$ cat src/rtl/gp_cmd_sequencer_pkg.sv
// Shared types for the GP engine command sequencer: command encoding, FSM states, error causes.
// Latency: none (types and pure functions only).
// Backpressure: not applicable.
package gp_engine_pkg;

  localparam int CMD_W  = 64;
  localparam int ADDR_W = 32;
  localparam int DATA_W = 32;

  // Command type encodings; anything else is illegal
  localparam logic [1:0] CMD_WRITE = 2'b00;
  localparam logic [1:0] CMD_RWM   = 2'b01;

  typedef enum logic [3:0] {
    S_IDLE,
    S_FETCH,
    S_WAIT_CMD,
    S_DECODE,
    S_FETCH2,
    S_WAIT2,
    S_RMW_RD,
    S_RMW_WAIT,
    S_RMW_WR,
    S_ISSUE_WR,
    S_DONE,
    S_ERROR
  } seq_state_t;

  typedef enum logic [1:0] {
    ERR_NONE     = 2'd0,
    ERR_ILLEGAL  = 2'd1,
    ERR_RWM_PAIR = 2'd2,
    ERR_COUNT    = 2'd3
  } err_code_t;

  // Word-aligned bus address carried in the top 30 bits
  function automatic logic [ADDR_W-1:0] cmd_addr_f(input logic [CMD_W-1:0] cmd);
    return {cmd[63:34], 2'b00};
  endfunction

  // Write data, or mask/value for a read-modify-write pair
  function automatic logic [DATA_W-1:0] cmd_data_f(input logic [CMD_W-1:0] cmd);
    return cmd[33:2];
  endfunction

  function automatic logic [1:0] cmd_type_f(input logic [CMD_W-1:0] cmd);
    return cmd[1:0];
  endfunction

endpackage

$ cat src/rtl/gp_cmd_sequencer_if.sv
// Command-buffer read port plus single-beat bus-master request channel of the GP engine.
// Latency: none (wiring only).
// Backpressure: mst_ready stalls requests; command fetch has no backpressure, only a valid strobe.
interface gp_cmd_sequencer_if #(
  parameter int ADDR_WIDTH = 32,
  parameter int DATA_WIDTH = 32,
  parameter int CMD_WIDTH  = 64
);

  logic                  cmd_rd_en;
  logic [ADDR_WIDTH-1:0] cmd_addr;
  logic                  cmd_rd_valid;
  logic [CMD_WIDTH-1:0]  cmd_out;

  logic                  mst_valid;
  logic [ADDR_WIDTH-1:0] mst_addr;
  logic [DATA_WIDTH-1:0] mst_wr_data;
  logic                  mst_rd0_wr1;
  logic                  mst_ready;
  logic [DATA_WIDTH-1:0] mst_rd_data;
  logic                  mst_rd_valid;

  // Sequencer side
  modport master (
    output cmd_rd_en, cmd_addr, mst_valid, mst_addr, mst_wr_data, mst_rd0_wr1,
    input  cmd_rd_valid, cmd_out, mst_ready, mst_rd_data, mst_rd_valid
  );

  // Command buffer / bus fabric side
  modport slave (
    input  cmd_rd_en, cmd_addr, mst_valid, mst_addr, mst_wr_data, mst_rd0_wr1,
    output cmd_rd_valid, cmd_out, mst_ready, mst_rd_data, mst_rd_valid
  );

endinterface

$ cat src/rtl/gp_cmd_sequencer_rmw_merge.sv
// Mask merge for read-modify-write: masked bits come from value, the rest from the read data.
// Latency: combinational.
// Backpressure: none.
module gp_rmw_merge #(
  parameter int DATA_WIDTH = 32
) (
  input  logic [DATA_WIDTH-1:0] rd_data,
  input  logic [DATA_WIDTH-1:0] mask,
  input  logic [DATA_WIDTH-1:0] value,
  output logic [DATA_WIDTH-1:0] merged
);

  assign merged = (rd_data & ~mask) | (value & mask);

endmodule

$ cat src/rtl/gp_cmd_sequencer.sv
// Fetches cmd_count commands from the command buffer and executes WRITEs and RWM pairs on the bus.
// Latency: 5 cycles start-to-first-write; each further WRITE 4 cycles + stall, RWM adds fetch and read.
// Backpressure: request held stable until mst_ready; fetch waits indefinitely for cmd_rd_valid.
module gp_cmd_sequencer
  import gp_engine_pkg::*;
#(
  parameter int CMD_WIDTH  = 64,
  parameter int ADDR_WIDTH = 32,
  parameter int DATA_WIDTH = 32,
  parameter int CMD_STRIDE = 4,
  parameter int MAX_CMDS   = 128
) (
  input  logic                 clk,
  input  logic                 rst_n,
  input  logic                 start,
  input  logic [7:0]           cmd_count,
  gp_cmd_sequencer_if.master   bus,
  output logic                 busy,
  output logic                 done,
  output logic                 error,
  output logic [1:0]           err_code
);

  localparam logic [8:0]            MAX_COUNT = 9'(MAX_CMDS);
  localparam logic [ADDR_WIDTH-1:0] STRIDE    = ADDR_WIDTH'(CMD_STRIDE);

  seq_state_t            state;
  err_code_t             err_q;
  logic [7:0]            remain;
  logic [CMD_WIDTH-1:0]  cmd_q;
  logic [ADDR_WIDTH-1:0] rmw_addr;
  logic [DATA_WIDTH-1:0] rmw_mask;
  logic [DATA_WIDTH-1:0] rmw_value;
  logic [DATA_WIDTH-1:0] merged;
  logic                  bad_count;

  assign err_code  = err_q;
  assign bad_count = (cmd_count == 8'd0) || ({1'b0, cmd_count} > MAX_COUNT);

  gp_rmw_merge #(
    .DATA_WIDTH (DATA_WIDTH)
  ) u_merge (
    .rd_data (bus.mst_rd_data),
    .mask    (rmw_mask),
    .value   (rmw_value),
    .merged  (merged)
  );

  // Sequencer FSM; every output is registered and set on entry to the state that owns it
  always_ff @(posedge clk or negedge rst_n) begin
    if (!rst_n) begin
      state           <= S_IDLE;
      err_q           <= ERR_NONE;
      remain          <= '0;
      cmd_q           <= '0;
      rmw_addr        <= '0;
      rmw_mask        <= '0;
      rmw_value       <= '0;
      busy            <= 1'b0;
      done            <= 1'b0;
      error           <= 1'b0;
      bus.cmd_rd_en   <= 1'b0;
      bus.cmd_addr    <= '0;
      bus.mst_valid   <= 1'b0;
      bus.mst_addr    <= '0;
      bus.mst_wr_data <= '0;
      bus.mst_rd0_wr1 <= 1'b0;
    end else begin
      done          <= 1'b0;
      error         <= 1'b0;
      bus.cmd_rd_en <= 1'b0;

      case (state)
        S_IDLE: begin
          if (start) begin
            if (bad_count) begin
              // Rejected without leaving IDLE: busy never rises
              error <= 1'b1;
              err_q <= ERR_COUNT;
            end else begin
              remain        <= cmd_count;
              bus.cmd_addr  <= '0;
              err_q         <= ERR_NONE;
              busy          <= 1'b1;
              bus.cmd_rd_en <= 1'b1;
              state         <= S_FETCH;
            end
          end
        end

        S_FETCH: state <= S_WAIT_CMD;

        S_WAIT_CMD: begin
          if (bus.cmd_rd_valid) begin
            cmd_q <= bus.cmd_out;
            state <= S_DECODE;
          end
        end

        S_DECODE: begin
          case (cmd_type_f(cmd_q))
            CMD_WRITE: begin
              bus.mst_valid   <= 1'b1;
              bus.mst_rd0_wr1 <= 1'b1;
              bus.mst_addr    <= cmd_addr_f(cmd_q);
              bus.mst_wr_data <= cmd_data_f(cmd_q);
              state           <= S_ISSUE_WR;
            end
            CMD_RWM: begin
              if (remain == 8'd1) begin
                // No entry left to supply the value half of the pair
                error <= 1'b1;
                err_q <= ERR_RWM_PAIR;
                state <= S_ERROR;
              end else begin
                rmw_addr      <= cmd_addr_f(cmd_q);
                rmw_mask      <= cmd_data_f(cmd_q);
                bus.cmd_addr  <= bus.cmd_addr + STRIDE;
                remain        <= remain - 8'd1;
                bus.cmd_rd_en <= 1'b1;
                state         <= S_FETCH2;
              end
            end
            default: begin
              error <= 1'b1;
              err_q <= ERR_ILLEGAL;
              state <= S_ERROR;
            end
          endcase
        end

        S_FETCH2: state <= S_WAIT2;

        S_WAIT2: begin
          if (bus.cmd_rd_valid) begin
            if (cmd_type_f(bus.cmd_out) == CMD_WRITE) begin
              // Only the data field of the second entry matters
              rmw_value       <= cmd_data_f(bus.cmd_out);
              bus.mst_valid   <= 1'b1;
              bus.mst_rd0_wr1 <= 1'b0;
              bus.mst_addr    <= rmw_addr;
              state           <= S_RMW_RD;
            end else begin
              error <= 1'b1;
              err_q <= ERR_RWM_PAIR;
              state <= S_ERROR;
            end
          end
        end

        S_RMW_RD: begin
          if (bus.mst_ready) begin
            bus.mst_valid <= 1'b0;
            state         <= S_RMW_WAIT;
          end
        end

        S_RMW_WAIT: begin
          if (bus.mst_rd_valid) begin
            bus.mst_wr_data <= merged;
            bus.mst_valid   <= 1'b1;
            bus.mst_rd0_wr1 <= 1'b1;
            state           <= S_RMW_WR;
          end
        end

        S_RMW_WR, S_ISSUE_WR: begin
          if (bus.mst_ready) begin
            bus.mst_valid <= 1'b0;
            bus.cmd_addr  <= bus.cmd_addr + STRIDE;
            remain        <= remain - 8'd1;
            if (remain == 8'd1) begin
              done  <= 1'b1;
              state <= S_DONE;
            end else begin
              bus.cmd_rd_en <= 1'b1;
              state         <= S_FETCH;
            end
          end
        end

        S_DONE, S_ERROR: begin
          busy  <= 1'b0;
          state <= S_IDLE;
        end

        default: begin
          busy          <= 1'b0;
          bus.mst_valid <= 1'b0;
          state         <= S_IDLE;
        end
      endcase
    end
  end

endmodule

$ cat src/flat_wrapper.sv
// flat-port wrapper written by rule: the top's interface ports become plain ports
module gp_cmd_sequencer_flat import gp_engine_pkg::*;
#(
  parameter int CMD_WIDTH  = 64,
  parameter int ADDR_WIDTH = 32,
  parameter int DATA_WIDTH = 32,
  parameter int CMD_STRIDE = 4,
  parameter int MAX_CMDS   = 128
)
  (clk, rst_n, start, cmd_count, busy, done, error, err_code, bus_cmd_rd_en, bus_cmd_addr, bus_mst_valid, bus_mst_addr, bus_mst_wr_data, bus_mst_rd0_wr1, bus_cmd_rd_valid, bus_cmd_out, bus_mst_ready, bus_mst_rd_data, bus_mst_rd_valid);
  gp_cmd_sequencer_if #(.ADDR_WIDTH(ADDR_WIDTH), .DATA_WIDTH(DATA_WIDTH), .CMD_WIDTH(CMD_WIDTH)) bus_i ();
  input  logic clk;
  input  logic rst_n;
  input  logic start;
  input  logic [7:0] cmd_count;
  output logic busy;
  output logic done;
  output logic error;
  output logic [1:0] err_code;
  output wire logic [$bits(bus_i.cmd_rd_en)-1:0] bus_cmd_rd_en;
  output wire logic [$bits(bus_i.cmd_addr)-1:0] bus_cmd_addr;
  output wire logic [$bits(bus_i.mst_valid)-1:0] bus_mst_valid;
  output wire logic [$bits(bus_i.mst_addr)-1:0] bus_mst_addr;
  output wire logic [$bits(bus_i.mst_wr_data)-1:0] bus_mst_wr_data;
  output wire logic [$bits(bus_i.mst_rd0_wr1)-1:0] bus_mst_rd0_wr1;
  input wire logic [$bits(bus_i.cmd_rd_valid)-1:0] bus_cmd_rd_valid;
  input wire logic [$bits(bus_i.cmd_out)-1:0] bus_cmd_out;
  input wire logic [$bits(bus_i.mst_ready)-1:0] bus_mst_ready;
  input wire logic [$bits(bus_i.mst_rd_data)-1:0] bus_mst_rd_data;
  input wire logic [$bits(bus_i.mst_rd_valid)-1:0] bus_mst_rd_valid;
  assign bus_cmd_rd_en = bus_i.cmd_rd_en;
  assign bus_cmd_addr = bus_i.cmd_addr;
  assign bus_mst_valid = bus_i.mst_valid;
  assign bus_mst_addr = bus_i.mst_addr;
  assign bus_mst_wr_data = bus_i.mst_wr_data;
  assign bus_mst_rd0_wr1 = bus_i.mst_rd0_wr1;
  assign bus_i.cmd_rd_valid = bus_cmd_rd_valid;
  assign bus_i.cmd_out = bus_cmd_out;
  assign bus_i.mst_ready = bus_mst_ready;
  assign bus_i.mst_rd_data = bus_mst_rd_data;
  assign bus_i.mst_rd_valid = bus_mst_rd_valid;
  gp_cmd_sequencer #(.CMD_WIDTH(CMD_WIDTH), .ADDR_WIDTH(ADDR_WIDTH), .DATA_WIDTH(DATA_WIDTH), .CMD_STRIDE(CMD_STRIDE), .MAX_CMDS(MAX_CMDS)) u_core (.clk(clk), .rst_n(rst_n), .start(start), .cmd_count(cmd_count), .bus(bus_i), .busy(busy), .done(done), .error(error), .err_code(err_code));
endmodule
$ cat config.mk
export PLATFORM = sky130hd
export DESIGN_NAME = gp_cmd_sequencer_flat
export DESIGN_NICKNAME = d
export VERILOG_FILES = /design/src/rtl/gp_cmd_sequencer_pkg.sv /design/src/rtl/gp_cmd_sequencer_if.sv /design/src/rtl/gp_cmd_sequencer_rmw_merge.sv /design/src/rtl/gp_cmd_sequencer.sv /design/src/flat_wrapper.sv
export SDC_FILE = /design/constraint.sdc
export NUM_CORES = 1
export LEC_CHECK = 0
export BUFFER_PORTS_ARGS = -buffer_cell sky130_fd_sc_hd__clkbuf_2
export CAP_MARGIN = 20
export CORE_MARGIN = 4
export CORE_UTILIZATION = 41
export DETAILED_ROUTE_END_ITERATION = 16
export PLACE_DENSITY = 0.62
export SYNTH_ARGS = -nofsm -noshare
export SYNTH_HDL_FRONTEND = slang
export SYNTH_SLANG_ARGS = --single-unit
$ cat constraint.sdc
create_clock -name clk -period 4.7 [get_ports clk]
set_input_delay 0.94 -clock clk [delete_from_list [all_inputs] [get_ports clk]]
set_output_delay 0.94 -clock clk [all_outputs]
set_load 0.005 [all_outputs]
# Yosys cells after proc, flatten, opt, wreduce, memory -nomap -nowiden
# Index checks and enable logic that the tools add are counted.
# Widths: inputs -> output; s select.
[totals]
input_bits = 110
regBits = 274
wordCells = 144
[op_classes]
eq_ne = 28
mux = 65
n_lt_le_gt_ge = 1
bitwise_logic = 7
addsub = 2
n_reduce_logical = 25
[op_table]
columns = ["operator", "n"]
rows = [
  ["$mux 32", 10],
  ["$pmux 32 s2", 2],
  ["$pmux 32 s3", 1],
  ["$and 32x32->32", 2],
  ["$mux 4", 10],
  ["$mux 8", 5],
  ["$pmux 4 s9", 1],
  ["$add 32x3->32 const B", 1],
  ["$not 32->32", 1],
  ["$or 32x32->32", 1],
  ["$pmux 8 s3", 1],
  ["$ne 2x2->1 const B", 11],
  ["$mux 1", 21],
  ["$reduce_and 6->1", 3],
  ["$eq 4x3->1 const B", 4],
  ["$eq 4x4->1 const B", 4],
  ["$reduce_and 3->1", 4],
  ["$mux 2", 5],
  ["$pmux 1 s3", 3],
  ["$reduce_bool 3->1", 3],
  ["$reduce_or 9->1", 1],
  ["$eq 4x2->1 const B", 2],
  ["$eq 8x1->1 const B", 1],
  ["$gt 8x8->1 const B", 1],
  ["other kinds (23)", 30],
]

# Longest topological paths before layout
# Gate-level depths: netlist of run 1.
[depth]
ltp_word = 5
ltp_mapped = 10
depth_no_buf = 7

# Cells and area by module
# Synthesis of run 1 repeated with hierarchy kept, for this count alone.
[unflattened]
cells_unflattened = 993
area_unflattened_um2 = 12286.8
[modules_own_cells]
columns = ["module", "n_inst", "cells_per_inst", "area_per_inst_um2"]
rows = [
  ["gp_cmd_sequencer", 1, 961, 11806.3],
  ["gp_rmw_merge", 1, 32, 480.5],
]

# Least setup slack after synthesis of run 1
# No wires, ideal clock.
[synth_timing]
path_kind = "input port to flip-flop"
start = "input port cmd_count[5]"
end = "register u_core.bus.cmd_addr[8]"
cell_stages = 7
slack_ns = 1.972
arrival_time_ns = 2.609
setup_time_ns = 0.119
required_ns = 4.581
path_cell_list = "or4_4 -> or3_4 -> a21oi_4 -> buf_6 -> buf_12 -> nor4_1 -> o21a_1"
[synth_via]
elab_chain_cells = 4
[synth_lines]
columns = ["item", "line_no", "rtl"]
rows = [
  ["start, declared", "flat_wrapper.sv:15", "input logic [7:0] cmd_count;"],
  ["$gt 8x8->1 / $logic_not 8->1 (equally long branches)", "gp_cmd_sequencer.sv:38", "assign bad_count = (cmd_count == 8'd0) || ({1'b0, cmd_count} > MAX_COUNT);"],
  ["$logic_or 1x1->1 (*)", "gp_cmd_sequencer.sv:38", ""],
  ["$ne 2x2->1 (no source line) (*)", "n/a", ""],
  ["$reduce_and 6->1 (no source line) (*)", "n/a", ""],
  ["end signal, assigned", "gp_cmd_sequencer.sv:118", "bus.cmd_addr <= bus.cmd_addr + STRIDE;"],
  ["end signal, assigned", "gp_cmd_sequencer.sv:170", "bus.cmd_addr <= bus.cmd_addr + STRIDE;"],
  ["end, declared", "gp_cmd_sequencer_if.sv:25", "output cmd_rd_en, cmd_addr, mst_valid, mst_addr, mst_wr_data, mst_rd0_wr1,"],
]
# Every way passes the cells marked *; elsewhere a longest branch is shown, timed or not.
# A chain may end at the register's enable or synchronous reset.

# Worst setup path in the final report of run 1
[layout_timing]
start = "register u_core.state[3]"
end = "register u_core.rmw_mask[14]"
[layout_via]
elab_chain_cells = 2
[layout_lines]
columns = ["item", "line_no", "rtl"]
rows = [
  ["start, declared", "gp_cmd_sequencer.sv:27", "seq_state_t state;"],
  ["start signal, assigned", "gp_cmd_sequencer.sv:52", "state <= S_IDLE;"],
  ["start signal, assigned", "gp_cmd_sequencer.sv:86", "state <= S_FETCH;"],
  ["start signal, assigned", "gp_cmd_sequencer.sv:91", "S_FETCH: state <= S_WAIT_CMD;"],
  ["$eq 4x2->1", "gp_cmd_sequencer.sv:73", "case (state)"],
  ["$reduce_and 3->1 (no source line)", "n/a", ""],
  ["end signal, assigned", "gp_cmd_sequencer.sv:117", "rmw_mask <= cmd_data_f(cmd_q);"],
  ["end, declared", "gp_cmd_sequencer.sv:32", "logic [DATA_WIDTH-1:0] rmw_mask;"],
]
# Every way passes these cells.

==> results of run 1 <==
cells in the mapped netlist (3+ instances only):
library cell  count  share of area
dfrtp_1         270           0.55
nor4_2            3         0.0031
o22ai_1           4         0.0020
ha_1              3         0.0031
mux2i_1          50          0.041
nand2_1         167          0.051
inv_1             8         0.0025
o21ai_0          75          0.031
nand2b_1         21          0.011
nor2_1           51          0.016
mux2_2          163           0.15
o21a_1            3         0.0018
or4_1             9         0.0055
a31oi_1          36          0.018
buf_2            20         0.0082
buf_6             3         0.0028
nand4_1          18         0.0092
and2_1            5         0.0026
and3_1            7         0.0036
nand3_1          20         0.0082
buf_4             7         0.0043
clkbuf_1         37          0.011
nor3b_1           3         0.0018
or3_1             3         0.0015
o211ai_1          3         0.0018
nor3_1           14         0.0057
nor3_2            6         0.0049
a211oi_1          3         0.0018
a21o_1            3         0.0018
a21oi_1          23         0.0094
nor4_1            3         0.0015
o31ai_1          11         0.0067
flip-flops by register name (all words and copies together) (netlist names), 2 cells and up:
signal and flops:
u_core.bus.cmd_addr 30, u_core.rmw_addr 30, u_core.remain 8, u_core.cmd_q 64
u_core.bus.mst_wr_data 32, u_core.err_code 2, u_core.rmw_mask 32, u_core.bus.mst_addr 30
u_core.state 4, u_core.rmw_value 32
cells by family after synthesis:
family / count (synthesis) / synth area share
mux: 213 / 0.191
flops: 270 / 0.552
buf+inv: 78 / 0.0313
fa+ha+maj: 3 / 0.00306
other cells: 1 / 0.000306
compound gates: 176 / 0.0868
simple gates: 345 / 0.136
report_power, final:
| part | switching [mW] | internal (mW) | leakage, nW | total (mW) |
|---|---|---|---|---|
| registers | 0.742 | 3.37 | 3.35 | 4.11 |
| clock network | 0.967 | 1.57 | 0.529 | 2.53 |
| logic | 1.51 | 1.54 | 2.92 | 3.05 |
| total | 3.22 | 6.48 | 6.80 | 9.70 |
worst reg2reg max path, cell delays in order, from the launching register on:
cell and delay (ns):
dfrtp_1 0.58, nand4bb_1 0.59, a211oi_4 0.36, buf_4 0.33, buf_4 0.66, mux2_2 0.44
routing by layer:
| metal | global-route usage | vias to the layer above | wire length, µm |
|---|---|---|---|
| met3 | 0.0548 | 45 | 2160 |
| li1 | - | 4239 | - |
| met2 | 0.289 | 230 | 13800 |
| met4 | 0.0384 | 2 | 633 |
| met1 | 0.238 | 4420 | 13000 |
| met5 | 0 | - | 7 |
area by class of cell:
type,count,share of cell area
clock inverters,11,0.0132
flip-flops and latches,270,0.458
well taps,390,0.0331
repair buffers,225,0.0815
inverters,8,0.00204
multi-input cells,741,0.352
clock buffers,45,0.0596
worst min-delay path by stage:
stage               depth (start not counted)  slack [ns]                        end                       from
global route                                1        0.51       u_core.rmw_value[13]       u_core.rmw_value[13]
finish                                      1        0.43    u_core.bus.cmd_addr[28]                      rst_n
floorplan                                   2        0.47                u_core.busy                u_core.busy
detailed placement                          2        0.47  u_core.bus.mst_wr_data[4]  u_core.bus.mst_wr_data[4]
global placement                            2        0.46  u_core.bus.mst_wr_data[4]  u_core.bus.mst_wr_data[4]
CTS                                         1        0.48       u_core.rmw_value[29]                      rst_n
metrics by stage:
step | hold slack (ns) | cell area (µm²) | total power [mW] | setup WS [ns]
3_5_place_dp | 0.469 | 13700 | 7.24 | 1.55
4_1_cts | 0.476 | 14700 | 9.83 | 1.62
2_1_floorplan | 0.470 | 12300 | 6.13 | 1.97
6_report | 0.435 | 14700 | 9.70 | 1.64
5_1_grt | 0.512 | 14700 | 10.4 | 1.43
3_3_place_gp | 0.464 | 13700 | 7.13 | 1.55
==> metrics.txt, run 1 <==
CTS tree=done; final setup fails=0; Crit path largest cell delay=0.64 ns; unique cell type count in the Yosys netlist=58; mapped cell area=12200 µm²; Final ANT Viol Nets=0; final WL=29.6 mm; most frequent cells in the layout=dfrtp_1 (270), clkbuf_2 (208), nand2_1 (167), mux2_2 (163), o21ai_0 (75); R2R Setup Slk=1.64 ns; Util after Layout=0.499; unrepaired setup endpoints after global routing=false; sequential share of the synthesized area=0.552; VDD IR-drop max=0.000322 V; WL per Instance=17.5 µm; die area=32700 µm²; Syn-to-layout area delta=20.4%; Yosys warning count=0; Max Fanout on Critical Path=46; Antenna Cells=0; Clock Skew=0.0152 ns; layout cell share with drive strength beyond 1=0.354; crit path launch=u_core.state[3]; DRC viols=0; leakage power=6.80 nW; Pwr Density=658 nW/µm²; PortBufs=209; Max-cap violations=0; Filler cells=2739; global-route wire length before repair=48.9 mm; Worst Hold Class=input port to asynchronous set/reset pin; Initial Util=0.414; Remaining Overflow, GRT=0; WS Path Type=register to register; Vias/cell=5.29; routed vias=8936; All-Layer GR Usage=0.178; H-tree Lvls=1; Die Y=181 µm; FF-to-FF End=u_core.rmw_mask[14]; fin cells=1690; HPWL after DPL=19.0 mm; Req. time, crit path=5.14 ns; Worst-Margin Slew=1.01 ns; stages on the worst setup path=5; Worst Path Arrival=3.50 ns; CP cell instances=nand4bb_1 > a211oi_4 > buf_4 > buf_4 > mux2_2; crit path to=u_core.rmw_mask[14]; mean area per synthesized cell=11.3 µm²; most common cell after layout, fill and taps aside=dfrtp_1; crit path buf inv count=2; largest net degree at the start of global routing=113; Post-CTS Hold Buffers=0; io pins=214; Largest delay share family, worst path=buffers and inverters; Num CTS Buffers=31; Final Cycle Share=0.650; Setup TNS=0 ns; Crit path top cell by count=buf_4; worst r2r path cells=5; slowest cell on the critical path=buf_4; CTS Root Cell=clkbuf_16; Crit. End Element=register; Worst-Skew Late Latency=0.57 ns; initial antenna violation count=1; cts repair resizes=0; top_reg_cell synth=dfrtp_1; GP Congestion=0.824; Setup Buffers After CTS=0; Synth async-reset ratio=1.00; area of the multi-input gates=5200 µm²; number of synthesized flops with an enable pin=0; clk slew on worst S/H paths=0.06 ns; #FFs+latches synth=270; worst r2r src=u_core.state[3]; Syn Inst Count=1086; final hold violations=0; row cnt=63; Final Critical Period=3.06 ns; Critical Path Start Type=register; status=complete, no violations; core area=29600 µm²; Sink Count=270; Cell Count Post-Placement=1634; Iteration-0 DRC Markers=517; drt pass-1 iters=4; nets@finish=1390; fin. max-slew vios=0; max_slew headroom=0.329; Max Freq=327 MHz; register area=6760 µm²; clk buf depth=3; vias in the first global route=9040; Die Width=181 µm
(Power assumes the default switching activity.)
==> run 2: changes to the inputs <==
--- a/config.mk
+++ b/config.mk
@@ -10,7 +10,7 @@
 export CORE_MARGIN = 4
 export CORE_UTILIZATION = 41
 export DETAILED_ROUTE_END_ITERATION = 16
-export PLACE_DENSITY = 0.62
+export PLACE_DENSITY = 0.64
 export SYNTH_ARGS = -nofsm -noshare
 export SYNTH_HDL_FRONTEND = slang
 export SYNTH_SLANG_ARGS = --single-unit
==> constraint.sdc (replaced) <==
create_clock -name clk -period 2.6 [get_ports clk]
set_input_delay 0.52 -clock clk [delete_from_list [all_inputs] [get_ports clk]]
set_output_delay 0.52 -clock clk [all_outputs]
set_load 0.005 [all_outputs]
==> run 2 against run 1 <==
- die area stayed put
- fmax rose by 27%
- final area is 2.4% higher
- sequential power is 78% higher
- critical path depth rose by 6
- register-to-register slack got worse by 1.4 ns
==> metrics.txt, run 2 (same netlist as run 1, synthesis figures left out) <==
Max Fanout on Critical Path=23; DRC viols=0; number of flip-flops in the largest register=64; initial antenna violation count=1; status=complete, no violations; Filler cells=2664; Final ANT Viol Nets=0; Final Critical Period=2.40 ns; WS Path Type=register to register; unrepaired setup endpoints after global routing=false; WL per Instance=17.4 µm; Clock Skew=0.0174 ns; Final Cycle Share=0.924; most common cell after layout, fill and taps aside=dfrtp_1; Die Y=181 µm; CTS tree=done; clk buf depth=3; CTS Root Cell=clkbuf_16; core area=29600 µm²; worst r2r path cells=11; Iteration-0 DRC Markers=557; io pins=214; Crit. End Element=register; fin. max-slew vios=0; Max Freq=416 MHz; layout cell share with drive strength beyond 1=0.370; final WL=29.8 mm; Util after Layout=0.511; Initial Util=0.414; Max-cap violations=0; Worst-Margin Slew=0.636 ns; Antenna Cells=0; die area=32700 µm²; nets@finish=1417; Sink Count=270; VDD IR-drop max=0.000574 V; All-Layer GR Usage=0.175; worst hold path depth=2; clk slew on worst S/H paths=0.07 ns; GP Congestion=0.864; H-tree Lvls=1; area of the multi-input gates=5210 µm²; Final Total Pwr=17.8 mW; HPWL after DPL=19.6 mm; Setup Buffers After CTS=0; PnR worst setup slack=0.197 ns; max_slew headroom=0.576; Remaining Overflow, GRT=0; routed vias=8952; leakage power=6.99 nW; pre-CTS setup slack=-0.00626 ns; Worst-Skew Late Latency=0.55 ns; drt pass-1 iters=6; global-route wire length before repair=48.0 mm; Die Width=181 µm; most frequent cells in the layout=dfrtp_1 (270), clkbuf_2 (208), nand2_1 (167), mux2_2 (163), o21ai_0 (75); row cnt=63; PortBufs=209; Worst Hold Class=input port to register; final setup fails=0; Num CTS Buffers=30; Pwr Density=1180 nW/µm²; Req. time, crit path=3.05 ns; Critical Path Start Type=register; Most flops, register=u_core.cmd_q; Syn-to-layout area delta=23.2%; largest net degree at the start of global routing=83; Worst Path Arrival=2.85 ns; final hold violations=0; Vias/cell=5.21; vias in the first global route=9049; register area=6760 µm²
==> run 2: per-layer routing <==
| metal | part of all wire | wire length, µm | global-route usage |
|---|---|---|---|
| met4 | 0.021 | 630 | 0.0454 |
| met3 | 0.069 | 2060 | 0.0483 |
| met1 | 0.44 | 13100 | 0.231 |
| met2 | 0.47 | 14100 | 0.289 |
| met5 | 0.00023 | 7 | 0 |
==> run 2: cell type report <==
| class | instances | area share |
|---|---|---|
| Timing Repair Buffer | 253 | 0.104 |
| Inverter | 8 | 0.00199 |
| Tap cell | 390 | 0.0323 |
| Clock buffer | 39 | 0.0546 |
| Sequential cell | 270 | 0.448 |
| Multi-Input combinational cell | 741 | 0.345 |
| Clock inverter | 16 | 0.0148 |
==> run 2: what timing repair did <==
action | CTS | global route
gates resized for setup | 1 | 4
endpoints found under the hold margin | 43 | 0
hold buffers | 1 | 0
gates cloned | 0 | 1
setup endpoints to repair | 1 | 15
==> run 2: critical path, cell delays in order, from the launching register on <==
cell and delay (ns):
dfrtp_1 0.37, inv_1 0.08, ha_1 0.18, nor4b_1 0.14
buf_4 0.15, a211oi_4 0.30, buf_6 0.19, buf_16 0.19
nand2b_1 0.13, buf_4 0.21, a21oi_1 0.10, a211oi_2 0.24
==> run 2: final timing paths <==
kind                                         endpoint  slack, ns                  startpoint
max reg2reg                          u_core.remain[0]       0.20            u_core.remain[1]
max in group asynchronous            u_core.cmd_q[29]       1.32                       rst_n
min                                  u_core.cmd_q[48]       0.20             bus_cmd_out[48]
min in group asynchronous     u_core.bus.cmd_addr[22]       0.48                       rst_n
min reg2reg                u_core.bus.mst_wr_data[27]       0.48  u_core.bus.mst_wr_data[27]
max                                  u_core.remain[0]       0.20            u_core.remain[1]
==> run 2: power by group <==
group | internal, mW | switching, mW
clock | 2.73 | 1.73
sequential | 6.09 | 1.24
combinational | 3.07 | 2.90
total | 11.9 | 5.87
==> run 2: through the flow <==
step / TNS (ns) / instances / area [µm²] / hold WS (ns)
CTS: 0 / 1716 / 15100 / 0.174
detailed placement: -0.00626 / 1660 / 14000 / 0.463
global route: 0 / 1717 / 15100 / 0.169
finish: 0 / 1717 / 15100 / 0.197
floorplan: 0 / 1089 / 12300 / 0.224
global placement: 0 / 1660 / 14000 / 0.461
